File: src/rtl/wimpfi_pkg.sv
// Shared definitions for the wimpfi transmit path: byte width, frame type
// codes and the transmit arbiter state encoding.
package wimpfi_pkg;

    localparam int BYTE_W = 8;

    localparam logic [BYTE_W-1:0] FT_DATA   = "1";
    localparam logic [BYTE_W-1:0] FT_ACKREQ = "2";
    localparam logic [BYTE_W-1:0] FT_ACK    = "3";

    typedef enum logic [1:0] {
        IDLE     = 2'd0,
        GNT_ACK  = 2'd1,
        GNT_HOST = 2'd2,
        COMMIT   = 2'd3
    } tx_arb_state_t;

endpackage

File: src/rtl/tx_byte_mux.sv
// Source-select mux and output register feeding the transmitter FIFO write port.
module tx_byte_mux
    import wimpfi_pkg::*;
(
    input  logic              clk,
    input  logic              reset,
    input  logic              sel_host,
    input  logic              accept,
    input  logic [BYTE_W-1:0] host_data,
    input  logic [BYTE_W-1:0] ack_data,
    output logic [BYTE_W-1:0] fifo_data,
    output logic              fifo_write
);

    always_ff @(posedge clk) begin
        if (reset) begin
            fifo_data  <= '0;
            fifo_write <= 1'b0;
        end else begin
            fifo_write <= accept;
            // data holds its last value between strobes
            if (accept) begin
                fifo_data <= sel_host ? host_data : ack_data;
            end
        end
    end

endmodule

File: src/rtl/tx_frame_arbiter.sv
// Frame-atomic arbiter between the host frame source and the ACK generator
// for the transmitter FIFO. Optional host starvation guard: STARVE_GUARD_EN.
//
// state    | meaning
// ---------+---------------------------------------------------------
// IDLE     | no owner; arbitrate when the channel is idle
// GNT_ACK  | ACK generator owns the FIFO
// GNT_HOST | host frame source owns the FIFO
// COMMIT   | final byte being written; commit pulse follows
module tx_frame_arbiter
    import wimpfi_pkg::*;
#(
    parameter int MAX_FRAME  = 32,
    parameter int ACK_STREAK = 2
) (
    input  logic              clk,
    input  logic              reset,
    input  logic              cardet,
    input  logic              fifo_full,
    input  logic              host_req,
    input  logic              ack_req,
    input  logic [BYTE_W-1:0] host_data,
    input  logic [BYTE_W-1:0] ack_data,
    input  logic              host_write,
    input  logic              ack_write,
    input  logic              host_last,
    input  logic              ack_last,
    output logic              host_gnt,
    output logic              ack_gnt,
    output logic [BYTE_W-1:0] fifo_data,
    output logic              fifo_write,
    output logic              fifo_commit,
    output logic              busy,
    output logic              err_overflow,
    output logic              err_length
);

    localparam logic [7:0] LIMIT_M1 = 8'(MAX_FRAME - 1);

    // Out-of-range parameters surface as this block in the elaborated hierarchy.
    if (MAX_FRAME < 4 || MAX_FRAME > 255 || ACK_STREAK < 1 || ACK_STREAK > 255) begin : g_param_out_of_range
    end

    tx_arb_state_t state, state_nxt;
    logic [7:0] byte_cnt;
    logic       granted;
    logic       cur_write;
    logic       cur_last;
    logic       accept;
    logic       drop;
    logic       frame_end;
    logic       host_turn;

    always_comb begin
        granted   = (state == GNT_ACK) || (state == GNT_HOST);
        cur_write = (state == GNT_HOST) ? host_write : ack_write;
        cur_last  = (state == GNT_HOST) ? host_last  : ack_last;
        accept    = granted && cur_write && !fifo_full;
        drop      = granted && cur_write && fifo_full;
        frame_end = accept && (cur_last || (byte_cnt == LIMIT_M1));
    end

`ifdef STARVE_GUARD_EN
    logic [7:0] streak;

    assign host_turn = host_req && (streak >= 8'(ACK_STREAK));

    // consecutive ACK grants made while the host was waiting
    always_ff @(posedge clk) begin
        if (reset) begin
            streak <= '0;
        end else if (state == IDLE && state_nxt == GNT_HOST) begin
            streak <= '0;
        end else if (state == IDLE && state_nxt == GNT_ACK) begin
            if (!host_req) begin
                streak <= '0;
            end else if (streak < 8'(ACK_STREAK)) begin
                streak <= streak + 8'd1;
            end
        end
    end
`else
    assign host_turn = 1'b0;
`endif

    always_comb begin
        state_nxt = state;
        case (state)
            IDLE: begin
                if (!cardet) begin
                    if (ack_req && !host_turn) begin
                        state_nxt = GNT_ACK;
                    end else if (host_req) begin
                        state_nxt = GNT_HOST;
                    end
                end
            end
            GNT_ACK, GNT_HOST: begin
                if (frame_end) begin
                    state_nxt = COMMIT;
                end
            end
            COMMIT:  state_nxt = IDLE;
            default: state_nxt = IDLE;
        endcase
    end

    always_ff @(posedge clk) begin
        if (reset) begin
            state        <= IDLE;
            byte_cnt     <= '0;
            fifo_commit  <= 1'b0;
            err_overflow <= 1'b0;
            err_length   <= 1'b0;
        end else begin
            state       <= state_nxt;
            fifo_commit <= (state == COMMIT);
            if (state == IDLE) begin
                byte_cnt <= '0;
            end else if (accept) begin
                byte_cnt <= byte_cnt + 8'd1;
            end
            if (drop) begin
                err_overflow <= 1'b1;
            end
            if (frame_end && !cur_last) begin
                err_length <= 1'b1;
            end
        end
    end

    assign host_gnt = (state == GNT_HOST);
    assign ack_gnt  = (state == GNT_ACK);
    assign busy     = (state != IDLE);

    tx_byte_mux u_byte_mux (
        .clk        (clk),
        .reset      (reset),
        .sel_host   (state == GNT_HOST),
        .accept     (accept),
        .host_data  (host_data),
        .ack_data   (ack_data),
        .fifo_data  (fifo_data),
        .fifo_write (fifo_write)
    );

endmodule

File: config.mk
export PLATFORM = sky130hd
export DESIGN_NAME = tx_frame_arbiter
export DESIGN_NICKNAME = d
export VERILOG_FILES = /design/src/rtl/wimpfi_pkg.sv /design/src/rtl/tx_byte_mux.sv /design/src/rtl/tx_frame_arbiter.sv
export SDC_FILE = /design/constraint.sdc
export NUM_CORES = 1
export LEC_CHECK = 0
export CAP_MARGIN = 5
export CORE_UTILIZATION = 30
export CTS_CLUSTER_DIAMETER = 200
export CTS_CLUSTER_SIZE = 20
export DETAILED_ROUTE_END_ITERATION = 12
export PLACE_DENSITY = 0.62
export SLEW_MARGIN = 10
export SYNTH_ARGS = -nofsm -noshare
export SYNTH_HDL_FRONTEND = slang
export SYNTH_HIERARCHICAL = 1
export SYNTH_SLANG_ARGS = --single-unit
File: constraint.sdc
create_clock -name clk -period 1.8 [get_ports clk]
set_input_delay 0.36 -clock clk [delete_from_list [all_inputs] [get_ports clk]]
set_output_delay 0.36 -clock clk [all_outputs]
set_load 0.02 [all_outputs]
Word level (Yosys, flattened, before mapping)

Cells that the tools add are included.

Bits in registers: 22
Bits in latches: 0
RAM bits: 0
ROM bits: 0
Input port bits: 26
Output and inout port bits: 15
Logic and storage cells: 37
Memories kept: 0

$add $sub $neg: 1
$mul: 0
Divide/modulo/power cells: 0
Magnitude comparators: 0
Eq/ne operators: 7
Shift-type cells: 0
Multiplexer cells: 8
Bitwise gates (word level): 0
Reductions and logical operators: 14

Operator list:

| operator            | number |
|---|---|
| $add 8x1->8 const B | 1 |
| $eq 8x5->1 const B  | 1 |
| $mux 2              | 4 |
| $mux 8              | 1 |
| $pmux 2 s3          | 1 |
| $logic_and 1x1->1   | 5 |
| $eq 2x2->1 const B  | 2 |
| $ne 2x2->1 const B  | 2 |
| $reduce_or 2->1     | 2 |
| $ne 3x3->1 const B  | 1 |
| $reduce_and 3->1    | 1 |
| $eq 2x1->1 const B  | 1 |
| $logic_not 1->1     | 2 |
| $logic_not 2->1     | 1 |
| $logic_or 1x1->1    | 2 |
| $mux 1              | 2 |
| $reduce_bool 2->1   | 1 |

Longest topological paths before layout

Gate-level depths: netlist of the first run.

Depth after elaboration: 7
Gate-level depth with buffers: 9
Mapped depth without buffers: 6

Modules after synthesis

The synthesis of the first run kept the hierarchy.

By module, submodules not included:

| module           | instances | cells an instance | area each (µm²) | sequential area each (µm²) |
|---|---|---|---|---|
| tx_frame_arbiter | 1         | 84                | 767.0           | 260.2 |
| tx_byte_mux      | 1         | 38                | 390.4           | 180.2 |

Least setup slack after synthesis of the first run

Ideal clock, no wire load.

Path type: reg2reg
Start: register state[0]
End: register state[0]
Library setup time: 0.103 ns
Data arrival time: 1.813 ns
Data required time: 1.697 ns
Setup slack: -0.116 ns
Cell stages (with the launch flop): 7
Buffers on the path: 0
Period minus slack after synthesis: 1.916 ns
Cell sequence: dfxtp_1 > inv_1 > ha_1 > mux2i_4 > nor2_4 > and2_2 > a2111oi_2

Longest elaborated chain between the ends: 7
Elaborated cells between the ends (all ways): 17
Those cells by class: 6 x eq/ne; 3 x mux; 8 x reduce/logical

Ends and longest elaborated chain:

| what                                       | RTL line                                       | source |
|---|---|---|
| start, declared                            | tx_frame_arbiter.sv:44                         | `tx_arb_state_t state, state_nxt;` |
| start signal, assigned                     | tx_frame_arbiter.sv:116                        | `state <= state_nxt;` |
| $eq 2x2->1 (*)                             | -                                              |  |
| via host_gnt                               | tx_frame_arbiter.sv:28                         | `output logic host_gnt,` |
| $mux 1 or $logic_or 1x1->1 (tied branches) | tx_frame_arbiter.sv:56, tx_frame_arbiter.sv:55 |  |
| $logic_and 1x1->1 (*) (2 in series)        | tx_frame_arbiter.sv:58                         | `accept = granted && cur_write && !fifo_full;` |
| via accept                                 | tx_frame_arbiter.sv:49                         | `logic accept;` |
| $logic_and 1x1->1 (*)                      | tx_frame_arbiter.sv:60                         | `frame_end = accept && (cur_last \|\| (byte_cnt == LIMIT_M1));` |
| $ne 2x2->1 (no source line) (*)            | -                                              |  |
| $reduce_and 3->1 (no source line) (*)      | -                                              |  |

Mark *: on every way through the listed nets, which the timed path passes. The rest lies on a longest branch.
A chain may end at the register's enable or synchronous reset.

Worst setup path in the final report of the first run

Start: register state[0]
End: register state[0]

Longest elaborated chain between the ends: 7
Elaborated cells between the ends (all ways): 17
Those cells by class: 6 x eq/ne; 3 x mux; 8 x reduce/logical

Ends and longest elaborated chain:

| what                                       | RTL line |
|---|---|
| $eq 2x2->1 or $eq 2x1->1 (tied branches)   | - |
| $mux 1 or $logic_or 1x1->1 (tied branches) | tx_frame_arbiter.sv:56, tx_frame_arbiter.sv:55 |
| $logic_and 1x1->1 (2 in series)            | tx_frame_arbiter.sv:58 |
| $logic_and 1x1->1                          | tx_frame_arbiter.sv:60 |
| $ne 2x2->1 (no source line)                | - |
| $reduce_and 3->1 (no source line)          | - |

Several ways; a longest one is shown, not always the timed one.

==> results_tabular.tex, run 1 <==
\begin{tabular}{lr}
\hline
Metric & Value \\
\hline
\multicolumn{2}{l}{\textbf{Outcome}} \\
Run status & complete, no violations \\
\multicolumn{2}{l}{\textbf{Timing}} \\
Slew at the pin closest to its max-slew limit & around 0.46 ns \\
Setup repair after global routing missed its margin & true \\
Final min period & about 1.7 ns \\
Max-slew violation count & 0 \\
Maximum clock skew at final layout & a little over 0.002 ns \\
Final setup viols & 0 \\
Relative slew slack & between 60 and 70\% \\
Worst Slack Setup Final & $\sim$0.08 ns \\
Fmax achieved & around 580 MHz \\
Final hold violation count & 0 \\
Final period util & a little over nine tenths \\
Worst hold slack & slightly below 0.5 ns \\
\multicolumn{2}{l}{\textbf{Worst setup path}} \\
Worst stage delay on the critical path & around 0.34 ns \\
Worst flop-to-flop path endpoint & state[0] \\
Element type at the critical path start & register \\
Critical path capture point type & register \\
Arrival time at the worst endpoint & about 1.9 ns \\
Reg-to-reg critical path startpoint & state[0] \\
Critical path peak fanout & 4 \\
Critical path class & register to register \\
WP data required & 1.96 ns \\
Cell breakdown of the critical path & inv\_1 > ha\_2 > mux2i\_4 > o31ai\_4 > and2\_2 > a2111oi\_2 \\
Slowest stage cell on the critical path & sky130\_fd\_sc\_hd\_\_a2111oi\_2 \\
Reg2reg path depth & 6 \\
R2r setup slk & $\sim$0.08 ns \\
Critical path startpoint & state[0] \\
\multicolumn{2}{l}{\textbf{CTS}} \\
H-tree levels & 1 \\
Quantity of hold-fixing buffers added after cts & 0 \\
Clock Pin Slew Worst Setup and Hold Paths & approximately 0.080 ns \\
Clock Tree Buf Depth & 2 \\
Buffer cell driving the clock tree root & sky130\_fd\_sc\_hd\_\_clkbuf\_8 \\
Clock tree from TritonCTS & yes \\
TritonCTS sink count & 22 \\
Number of buffers created by CTS & 3 \\
Clock latency at the later pin of the worst-skew pair & between 0.2 and 0.3 ns \\
\multicolumn{2}{l}{\textbf{Logic synthesis}} \\
Synth Flop Type & sky130\_fd\_sc\_hd\_\_dfxtp\_1 \\
Netlist Area Pre-Place & 1157 sq um \\
Seq/Total Area, Yosys & 38.05\% \\
Main area contributors after synthesis & sky130\_fd\_sc\_hd\_\_dfxtp\_1 38\%, sky130\_fd\_sc\_hd\_\_mux2i\_1 7.8\%, sky130\_fd\_sc\_hd\_\_nor2\_1 6.2\%, sky130\_fd\_sc\_hd\_\_ha\_1 5.4\%, sky130\_fd\_sc\_hd\_\_xnor2\_1 5.3\% \\
Synthesized area divided by synthesized cell count & about 9.5 sq um \\
Number of nets produced by synthesis & between 150 and 200 \\
Biggest area consumer among synthesized cells & sky130\_fd\_sc\_hd\_\_dfxtp\_1 \\
Total of warnings raised by yosys & 6 \\
Number of distinct library cells after synthesis & 36 \\
Async S/R FF share, synth & 0\% \\
Count of flip-flops with a built-in enable after synthesis & 0 \\
Flip-flop and latch count after synthesis & 22 \\
Most frequently used cell type in the post-synthesis netlist & sky130\_fd\_sc\_hd\_\_dfxtp\_1 \\
Commonest cells post-synth & 22 x sky130\_fd\_sc\_hd\_\_dfxtp\_1, 19 x sky130\_fd\_sc\_hd\_\_nor2\_1, 9 x sky130\_fd\_sc\_hd\_\_mux2i\_1 \\
Share of the synthesized area in the top cell type & 38.05\% \\
Cell count after synthesis & between 100 and 150 \\
\multicolumn{2}{l}{\textbf{Global routing}} \\
Vias in the first global route & just over 1000 \\
First-pass GRT wire length & 4409 microns \\
GRT Total Usage & a little over an eighth \\
Maximum number of pins on one net before global-route repair & 20 \\
Antenna violations before repair & 0 \\
Busiest layer in global routing & met2 \\
GR Layer Usage met1 & around 16\% \\
Total gr overflow & 0 \\
Fraction of met3 tracks used by global routing & between 1.5 and 2\% \\
Met2 global-route usage & 24.47\% \\
\multicolumn{2}{l}{\textbf{Min path}} \\
Capture endpoint of the worst hold path & u\_byte\_mux/fifo\_data[1] \\
Type of the worst min-delay path & register to register \\
Cell depth of the worst min-delay path & 2 \\
Start point of the worst hold path & u\_byte\_mux/fifo\_data[1] \\
\multicolumn{2}{l}{\textbf{Floorplan}} \\
Top-level port count & just over 40 \\
Die Height & 64.11 microns \\
Area of the placeable core & around 3700 sq um \\
Effective utilization at floorplan & a little under a third \\
Die outline area & between 4000 and 5000 sq um \\
Std-Cell Rows & 22 \\
Die extent in x & about 64 microns \\
\multicolumn{2}{l}{\textbf{Power and ir drop}} \\
Pwr per Cell Area & just over 1000 nW/um\^{}2 \\
VDD IR-drop max & roughly 0.41 mV \\
Leakage dissipation & roughly 0.6 nW \\
\multicolumn{2}{l}{\textbf{Cells and area}} \\
Diode count & 0 \\
Synth-to-layout area growth & 51.14\% \\
Number of inserted filler cells in the final layout & 363 \\
Share of post-route cells with drive strength above 1 & about 17\% \\
Post-layout nets & a little over 200 \\
\multicolumn{2}{l}{\textbf{Detailed routing}} \\
Vias per std cell & 4.686 \\
Number of DRC violations after detailed-routing iteration 0 & 13 \\
Total DRC errors in the routed layout & 0 \\
DRT Wirelength & $\sim$2700 microns \\
Post-route ant nets & 0 \\
DR WL/cell & 12.20 microns \\
Vias & a little over 1000 \\
Number of iterations in the first detailed-routing pass & 2 \\
\multicolumn{2}{l}{\textbf{Flow run}} \\
Max-cap violations & 0 \\
\multicolumn{2}{l}{\textbf{Placed design}} \\
Pre-CTS WS & -0.07221 ns \\
Port bufs & 40 \\
Post-detail-place hpwl & approximately 2000 microns \\
Gpl congestion & $\sim$0.92 \\
\hline
\end{tabular}
[worst max-delay path by stage]
stage	to	slack, ns
after floorplan	state[0]	0.005
after global placement	state[0]	-0.03
after detailed placement	state[0]	-0.07
after CTS	state[0]	0.03
after global routing	state[0]	-0.03
final	state[0]	0.08
[routing by layer]
layer  vias to the layer above  part of all wire [%]
met5                         -                     0
met3                         0                   3.9
li1                        536                     -
met2                        25                    50
met4                         0                     0
met1                       470                    46
[placed cells by master, fill, tap and decap left out, drive strengths merged]
| master | netlist | routed |
|---|---|---|
| nor3 | 2 | 2 |
| nand3 | 4 | 4 |
| and2 | 1 | 1 |
| dfxtp | 22 | 22 |
| mux2i | 10 | 10 |
| dlygate4sd2 | 0 | 2 |
| a2111oi | 1 | 1 |
| a311oi | 2 | 2 |
| buf | 5 | 12 |
| nand2 | 6 | 6 |
| nand4 | 1 | 1 |
| xnor2 | 7 | 7 |
| nand2b | 2 | 2 |
| o21ai | 1 | 1 |
| nor4 | 3 | 3 |
| o21ba | 1 | 1 |
| o31ai | 1 | 1 |
| a311o | 1 | 1 |
| nor2b | 2 | 2 |
| or3 | 1 | 1 |
| nor2 | 20 | 20 |
| clkdlybuf4s50 | 0 | 37 |
| clkbuf | 1 | 4 |
| a21oi | 5 | 5 |
| a211oi | 8 | 8 |
| or2 | 1 | 1 |
| nor3b | 1 | 1 |
| o21bai | 1 | 1 |
| nor4b | 2 | 2 |
| a31oi | 1 | 1 |
| ha | 5 | 5 |
| clkdlybuf4s15 | 0 | 1 |
| or3b | 1 | 1 |
| inv | 3 | 3 |
[stage by stage]
step                      instance area [sq um]  util (%)  power (mW)  std cells   TNS, ns
after floorplan                            1161         -       1.112        122         0
after global placement                     1654     44.84       1.429        214  -0.03923
after detailed placement                   1654     44.84       1.438        214   -0.3081
after CTS                                  1709     46.34       1.778        218         0
after global routing                       1749     47.42       1.915        220  -0.02891
final                                      1749     47.42       1.794        220         0
[state kept, by name, summed over array words and instances (netlist names)]
name,cells
byte_cnt,8
u_byte_mux/fifo_data,8
state,2
err_length,1
err_overflow,1
fifo_commit,1
u_byte_mux/fifo_write,1
[power by group]
group	switching [mW]	leakage (nW)	internal, mW
sequential	0.0326	0.178	0.554
clock	0.152	0.0288	0.194
combinational	0.435	0.393	0.426
total	0.619	0.600	1.17
[cells by family (layout without fill, tap and decap cells)]
| family | Yosys count | in the layout | synth area share [%] |
|---|---|---|---|
| muxes | 10 | 10 | 9.730 |
| adders and majority gates | 5 | 5 | 5.405 |
| xor gates and xnor gates | 7 | 7 | 5.297 |
| and+or+nand+nor | 47 | 47 | 21.62 |
| DFF | 22 | 22 | 38.05 |
| buffers and inverters | 9 | 59 | 4.541 |
| AOI/OAI and AO/OA | 22 | 22 | 15.35 |
[worst max-delay path: cells and delay by family, from the launching register on]
kind                       cells  cell delay [ns]
AOI/OAI and AO/OA              2             0.45
adders and majority gates      1             0.28
buffers and inverters          1             0.07
DFF                            1             0.31
muxes                          1             0.29
and+or+nand+nor                1             0.22
[cell type report]
type                            instances  area, sq um  share of cell area, %
Clock buffer                            4        55.05                  3.147
Timing Repair Buffer                   52        495.5                  28.33
Tap cell                               48        60.06                  3.433
Inverter                                3        11.26                 0.6438
Sequential cell                        22        440.4                  25.18
Multi-Input combinational cell         91        686.9                  39.27
[timing repair]
item                                    in CTS  in global routing
resized for setup                            4                  6
cloned                                       0                  0
hold endpoints to repair                     0                  0
setup buffers                                0                  2
endpoints found under the setup margin       4                 17
No activity file was read; power rests on OpenSTA's default activity.
==> run 2, diff against run 1 <==
--- a/config.mk
+++ b/config.mk
@@ -6,11 +6,13 @@
 export NUM_CORES = 1
 export LEC_CHECK = 0
 export CAP_MARGIN = 5
-export CORE_UTILIZATION = 30
+export CORE_UTILIZATION = 40
 export CTS_CLUSTER_DIAMETER = 200
 export CTS_CLUSTER_SIZE = 20
 export DETAILED_ROUTE_END_ITERATION = 12
-export PLACE_DENSITY = 0.62
+export PLACE_DENSITY = 0.78
+export REMOVE_ABC_BUFFERS = 1
+export SETUP_SLACK_MARGIN = 0.05
 export SLEW_MARGIN = 10
 export SYNTH_ARGS = -nofsm -noshare
 export SYNTH_HDL_FRONTEND = slang
==> results_tabular.tex, run 2 (synthesis gave the netlist of run 1 again) <==
\begin{tabular}{lr}
\hline
Metric & Value \\
\hline
\multicolumn{2}{l}{\textbf{CTS}} \\
Buffer cell driving the clock tree root & sky130\_fd\_sc\_hd\_\_clkbuf\_4 \\
Clock tree from TritonCTS & yes \\
Clock latency at the later pin of the worst-skew pair & 0.30 ns \\
Clock Tree Buf Depth & 2 \\
Number of buffers created by CTS & 3 \\
H-tree levels & 1 \\
TritonCTS sink count & 22 \\
Clock Pin Slew Worst Setup and Hold Paths & roughly 0.11 ns \\
Quantity of hold-fixing buffers added after cts & 0 \\
\multicolumn{2}{l}{\textbf{Timing}} \\
Final min period & $\sim$1.7 ns \\
Setup repair after global routing missed its margin & true \\
Worst Slack Setup Final & about 0.08 ns \\
Fmax achieved & a little under 600 MHz \\
Maximum clock skew at final layout & roughly 0.0018 ns \\
Relative slew slack & between 70\% and 80\% \\
Final setup viols & 0 \\
Max-slew violation count & 0 \\
Final hold violation count & 0 \\
Worst hold slack & 0.4941 ns \\
Slew at the pin closest to its max-slew limit & about 0.42 ns \\
Final period util & between 90\% and 100\% \\
\multicolumn{2}{l}{\textbf{Floorplan}} \\
Die Height & $\sim$56 microns \\
Std-Cell Rows & 19 \\
Die extent in x & 55.79 microns \\
Die outline area & between 3000 and 4000 sq um \\
Area of the placeable core & 2758 sq um \\
Effective utilization at floorplan & about two fifths \\
Top-level port count & 41 \\
\multicolumn{2}{l}{\textbf{Worst setup path}} \\
Critical path class & register to output pin \\
Critical path startpoint & state[1] \\
Reg-to-reg critical path startpoint & state[1] \\
WP data required & 1.44 ns \\
Critical path capture point type & output pin \\
Element type at the critical path start & register \\
Critical path peak fanout & 3 \\
Arrival time at the worst endpoint & roughly 1.4 ns \\
\multicolumn{2}{l}{\textbf{Placed design}} \\
Post-detail-place hpwl & between 2000 and 2500 microns \\
Placed cell areas & approximately 1700 sq um \\
Pre-CTS WS & -0.07325 ns \\
Gpl congestion & about 0.83 \\
Port bufs & 40 \\
\multicolumn{2}{l}{\textbf{Global routing}} \\
First-pass GRT wire length & between 4000 and 5000 microns \\
Vias in the first global route & 1070 \\
Antenna violations before repair & 0 \\
GRT Total Usage & 18.73\% \\
Maximum number of pins on one net before global-route repair & 13 \\
Total gr overflow & 0 \\
\multicolumn{2}{l}{\textbf{Detailed routing}} \\
DRT Wirelength & 2791 microns \\
DR WL/cell & 13.61 microns \\
Total DRC errors in the routed layout & 0 \\
Number of iterations in the first detailed-routing pass & 4 \\
Post-route ant nets & 0 \\
Vias per std cell & 5.341 \\
Number of DRC violations after detailed-routing iteration 0 & 17 \\
Vias & between 1000 and 1500 \\
\multicolumn{2}{l}{\textbf{Cells and area}} \\
Diode count & 0 \\
Share of post-route cells with drive strength above 1 & between 20\% and 30\% \\
Final cell utilization of the core & about 63\% \\
Number of inserted filler cells in the final layout & roughly 250 \\
Commonest non-fill, non-tap cell in the layout & sky130\_fd\_sc\_hd\_\_clkdlybuf4s50\_1 \\
Final instance area & 1735 sq um \\
Most frequent cells in the layout & 37 x sky130\_fd\_sc\_hd\_\_clkdlybuf4s50\_1, 21 x sky130\_fd\_sc\_hd\_\_dfxtp\_1, 19 x sky130\_fd\_sc\_hd\_\_nor2\_1 \\
Post-layout nets & between 200 and 250 \\
Regs by FF count & byte\_cnt (8), u\_byte\_mux/fifo\_data (8), state (2) \\
Synth-to-layout area growth & 49.95\% \\
\multicolumn{2}{l}{\textbf{Power and ir drop}} \\
Total power draw & 1.717 mW \\
Leakage dissipation & about 0.59 nW \\
Proportion of power drawn by flip-flops and latches & between 30\% and 40\% \\
Pwr per Cell Area & between 900 and 1000 nW/um\^{}2 \\
Clk pwr share & 12.7\% \\
Logic pwr share & 52.6\% \\
VDD IR-drop max & 0.6534 mV \\
Switching Share & between 30\% and 40\% \\
Switching power total & roughly 0.63 mW \\
P\_int & between 1 and 1.5 mW \\
\multicolumn{2}{l}{\textbf{Min path}} \\
Type of the worst min-delay path & register to register \\
Start point of the worst hold path & u\_byte\_mux/fifo\_data[1] \\
\multicolumn{2}{l}{\textbf{Outcome}} \\
Run status & complete, no violations \\
\multicolumn{2}{l}{\textbf{Flow run}} \\
Max-cap violations & 0 \\
\hline
\end{tabular}
[run 2: cell count changes in the layout (fill, tap and decap cells not counted), sizes merged]
cell and delta:
dlygate4sd2 -2, buf +3, clkdlybuf4s15 +1
[run 2: timing repair]
| action | 4_1_cts | 5_1_grt |
|---|---|---|
| buffers inserted | 1 | 0 |
| endpoints found under the setup margin | 5 | 18 |
| gates resized for setup | 9 | 9 |
| hold endpoints to repair | 0 | 0 |
| pin swaps | 0 | 1 |
[run 2: layout make-up]
type	instances	area [sq um]	share of cell area [%]
sequential	22	444.2	25.59
tap	31	38.79	2.235
multi-input combinational	91	709.4	40.88
timing repair buffer	55	509.2	29.34
clock buffer	3	22.52	1.298
inverter	3	11.26	0.6489
[run 2: layer usage]
layer / global-route usage [%] / wire [microns]
met5: 0 / 0
met1: 21.11 / 1115
met3: 4.651 / 178
met2: 33.56 / 1452
met4: 7.500 / 45
[run 2: worst max-delay path, stage by stage (launching register included)]
cell,delay [ns]
sky130_fd_sc_hd__dfxtp_4,0.38
sky130_fd_sc_hd__inv_1,0.06
sky130_fd_sc_hd__buf_4,0.14
sky130_fd_sc_hd__ha_1,0.17
sky130_fd_sc_hd__clkdlybuf4s15_1,0.30
[run 2: power by group through the flow]
| stage | combinational (mW) | sequential [mW] | clock [mW] |
|---|---|---|---|
| 6_report | 0.902 | 0.597 | 0.218 |
| 5_1_grt | 0.980 | 0.605 | 0.249 |
| 4_1_cts | 0.885 | 0.592 | 0.227 |
| 3_5_place_dp | 0.876 | 0.603 | 0 |
| 3_3_place_gp | 0.854 | 0.598 | 0 |
| 2_1_floorplan | 0.405 | 0.666 | 0 |
[run 2: worst paths after layout]
path                                  end  slack, ns  cells after the start
setup / recovery                  ack_gnt       0.08                      4
hold / removal    u_byte_mux/fifo_data[1]       0.49                      2
setup reg to reg              byte_cnt[4]       0.13                      7
hold reg to reg   u_byte_mux/fifo_data[1]       0.49                      2
[run 2: per-stage QoR]
stage	std cells	setup TNS, ns
CTS	205	0
global placement	201	-0.03413
finish	205	0
floorplan	116	-2.883
detailed placement	201	-0.2106
global route	205	0
==> run 3, diff against run 2 <==
--- a/config.mk
+++ b/config.mk
@@ -5,12 +5,14 @@
 export SDC_FILE = /design/constraint.sdc
 export NUM_CORES = 1
 export LEC_CHECK = 0
+export ABC_AREA = 0
 export CAP_MARGIN = 5
-export CORE_UTILIZATION = 40
+export CORE_UTILIZATION = 55
 export CTS_CLUSTER_DIAMETER = 200
 export CTS_CLUSTER_SIZE = 20
 export DETAILED_ROUTE_END_ITERATION = 12
-export PLACE_DENSITY = 0.78
+export DONT_BUFFER_PORTS = 1
+export PLACE_DENSITY = 0.76
 export REMOVE_ABC_BUFFERS = 1
 export SETUP_SLACK_MARGIN = 0.05
 export SLEW_MARGIN = 10
==> results_tabular.tex, run 3 (synthesis gave the netlist of run 1 again) <==
\begin{tabular}{lr}
\hline
Metric & Value \\
\hline
\multicolumn{2}{l}{\textbf{Outcome}} \\
Run status & complete, no violations \\
\multicolumn{2}{l}{\textbf{Cells and area}} \\
Most frequent cells in the layout & 21 x sky130\_fd\_sc\_hd\_\_dfxtp\_1, 19 x sky130\_fd\_sc\_hd\_\_nor2\_1, 8 x sky130\_fd\_sc\_hd\_\_buf\_4, 8 x sky130\_fd\_sc\_hd\_\_mux2i\_1, 8 x sky130\_fd\_sc\_hd\_\_a211oi\_1 \\
Diode count & 0 \\
Non-filler instance count after layout & around 160 \\
Regs by FF count & byte\_cnt (8), u\_byte\_mux/fifo\_data (8), state (2) \\
Final cell utilization of the core & 67.86\% \\
Final instance area & around 1300 sq um \\
Number of inserted filler cells in the final layout & around 170 \\
Share of post-route cells with drive strength above 1 & 24.03\% \\
Post-layout nets & roughly 160 \\
Commonest non-fill, non-tap cell in the layout & sky130\_fd\_sc\_hd\_\_dfxtp\_1 \\
Synth-to-layout area growth & 15.03\% \\
\multicolumn{2}{l}{\textbf{CTS}} \\
Clock tree from TritonCTS & yes \\
Quantity of hold-fixing buffers added after cts & 0 \\
Post-CTS repair timing setup buffer count & 0 \\
Clock Pin Slew Worst Setup and Hold Paths & around 0.12 ns \\
Buffer cell driving the clock tree root & sky130\_fd\_sc\_hd\_\_clkbuf\_4 \\
Clock latency at the later pin of the worst-skew pair & $\sim$0.31 ns \\
TritonCTS sink count & 22 \\
Clock Tree Buf Depth & 2 \\
H-tree levels & 1 \\
Number of buffers created by CTS & 3 \\
\multicolumn{2}{l}{\textbf{Detailed routing}} \\
Vias & slightly above 900 \\
Number of DRC violations after detailed-routing iteration 0 & 35 \\
Number of iterations in the first detailed-routing pass & 4 \\
DRT Wirelength & around 2400 microns \\
DR WL/cell & $\sim$15 microns \\
Total DRC errors in the routed layout & 0 \\
Post-route ant nets & 0 \\
Vias per std cell & about 6.0 \\
\multicolumn{2}{l}{\textbf{Worst setup path}} \\
Arrival time at the worst endpoint & 1.33 ns \\
WP data required & between 1 and 1.5 ns \\
Slowest stage cell on the critical path & sky130\_fd\_sc\_hd\_\_dfxtp\_1 \\
Cell breakdown of the critical path & inv\_2 > ha\_1 > inv\_1 > buf\_4 \\
Buffering stage count on the worst path with inverters included & 3 \\
Critical path peak fanout & 7 \\
Worst stage delay on the critical path & 0.34 ns \\
Critical path capture point type & output pin \\
Worst path top cell family by delay & buffers and inverters \\
Element type at the critical path start & register \\
Critical path class & register to output pin \\
\multicolumn{2}{l}{\textbf{Global routing}} \\
Fraction of met3 tracks used by global routing & $\sim$4.9\% \\
GR Layer Usage met1 & roughly a quarter \\
Busiest layer in global routing & met2 \\
Total gr overflow & 0 \\
Antenna violations before repair & 0 \\
GRT Total Usage & 21.67\% \\
First-pass GRT wire length & 3422 microns \\
Vias in the first global route & 856 \\
Maximum number of pins on one net before global-route repair & 20 \\
Met2 global-route usage & a little under two fifths \\
\multicolumn{2}{l}{\textbf{Timing}} \\
Maximum clock skew at final layout & just under 0.007 ns \\
Worst Slack Setup Final & 0.1147 ns \\
Max-slew violation count & 0 \\
Worst hold slack & 0.09949 ns \\
Final min period & approximately 1.7 ns \\
Slew at the pin closest to its max-slew limit & about 0.50 ns \\
Final hold violation count & 0 \\
Fmax achieved & 593.4 MHz \\
Final period util & between 90\% and 100\% \\
Setup TNS & 0 ns \\
Final setup viols & 0 \\
Setup repair after global routing missed its margin & false \\
Relative slew slack & between 60\% and 70\% \\
\multicolumn{2}{l}{\textbf{Floorplan}} \\
Std-Cell Rows & 16 \\
Die Height & 47.87 microns \\
Die extent in x & between 40 and 50 microns \\
Area of the placeable core & $\sim$2000 sq um \\
Die outline area & roughly 2300 sq um \\
Top-level port count & approximately 40 \\
Effective utilization at floorplan & between 50\% and 60\% \\
\multicolumn{2}{l}{\textbf{Power and ir drop}} \\
Leakage dissipation & approximately 0.43 nW \\
VDD IR-drop max & around 0.6 mV \\
Pwr per Cell Area & 1198 nW/um\^{}2 \\
Total power draw & 1.596 mW \\
\multicolumn{2}{l}{\textbf{Placed design}} \\
Post-detail-place hpwl & $\sim$1700 microns \\
Port bufs & 0 \\
Pre-CTS WS & -0.008544 ns \\
Instance count after placement with tap cells included & between 150 and 200 \\
Gpl congestion & 0.8761 \\
Placed cell areas & $\sim$1200 sq um \\
\multicolumn{2}{l}{\textbf{Flow run}} \\
Max-cap violations & 0 \\
\multicolumn{2}{l}{\textbf{Min path}} \\
Type of the worst min-delay path & input port to register \\
\hline
\end{tabular}
-- run 3: changes by cell type in the layout (fill, tap and decap cells not counted), sizes merged --
| cell | before | now |
|---|---|---|
| clkdlybuf4s50 | 37 | 0 |
| buf | 15 | 9 |
| clkdlybuf4s15 | 2 | 0 |
-- run 3: layer usage --
metal  vias up  part of all wire, %
met4         0                  2.9
met3         8                  6.9
li1        451                    -
met5         -                    0
met1       426                   43
met2        47                   47
-- run 3: cell type report --
class,instances,area (sq um),area share (%)
Sequential cell,22,441.7,33.18
Inverter,3,11.26,0.8459
Timing Repair Buffer,9,71.32,5.357
Clock buffer,4,36.28,2.726
Tap cell,27,33.78,2.538
Multi-Input combinational cell,91,737.0,55.36
-- run 3: what timing repair did --
action,4_1_cts,5_1_grt
resized for setup,3,10
endpoints found under the hold margin,0,0
setup endpoints to repair,2,14
gates cloned,0,0
-- run 3: path summary, 6_finish.rpt --
path / from / cells past startpoint / slack (ns) / endpoint
max: state[0] / 4 / 0.11 / busy
min: reset / 1 / 0.1 / state[0]
max reg2reg: state[0] / 6 / 0.13 / state[0]
min reg2reg: byte_cnt[7] / 2 / 0.54 / byte_cnt[7]
-- run 3: where the power goes --
part	leakage [nW]	internal, mW	switching (mW)	total (mW)
clock network	0.0210	0.123	0.147	0.270
logic	0.233	0.295	0.364	0.659
registers	0.179	0.557	0.109	0.666
total	0.433	0.975	0.620	1.60
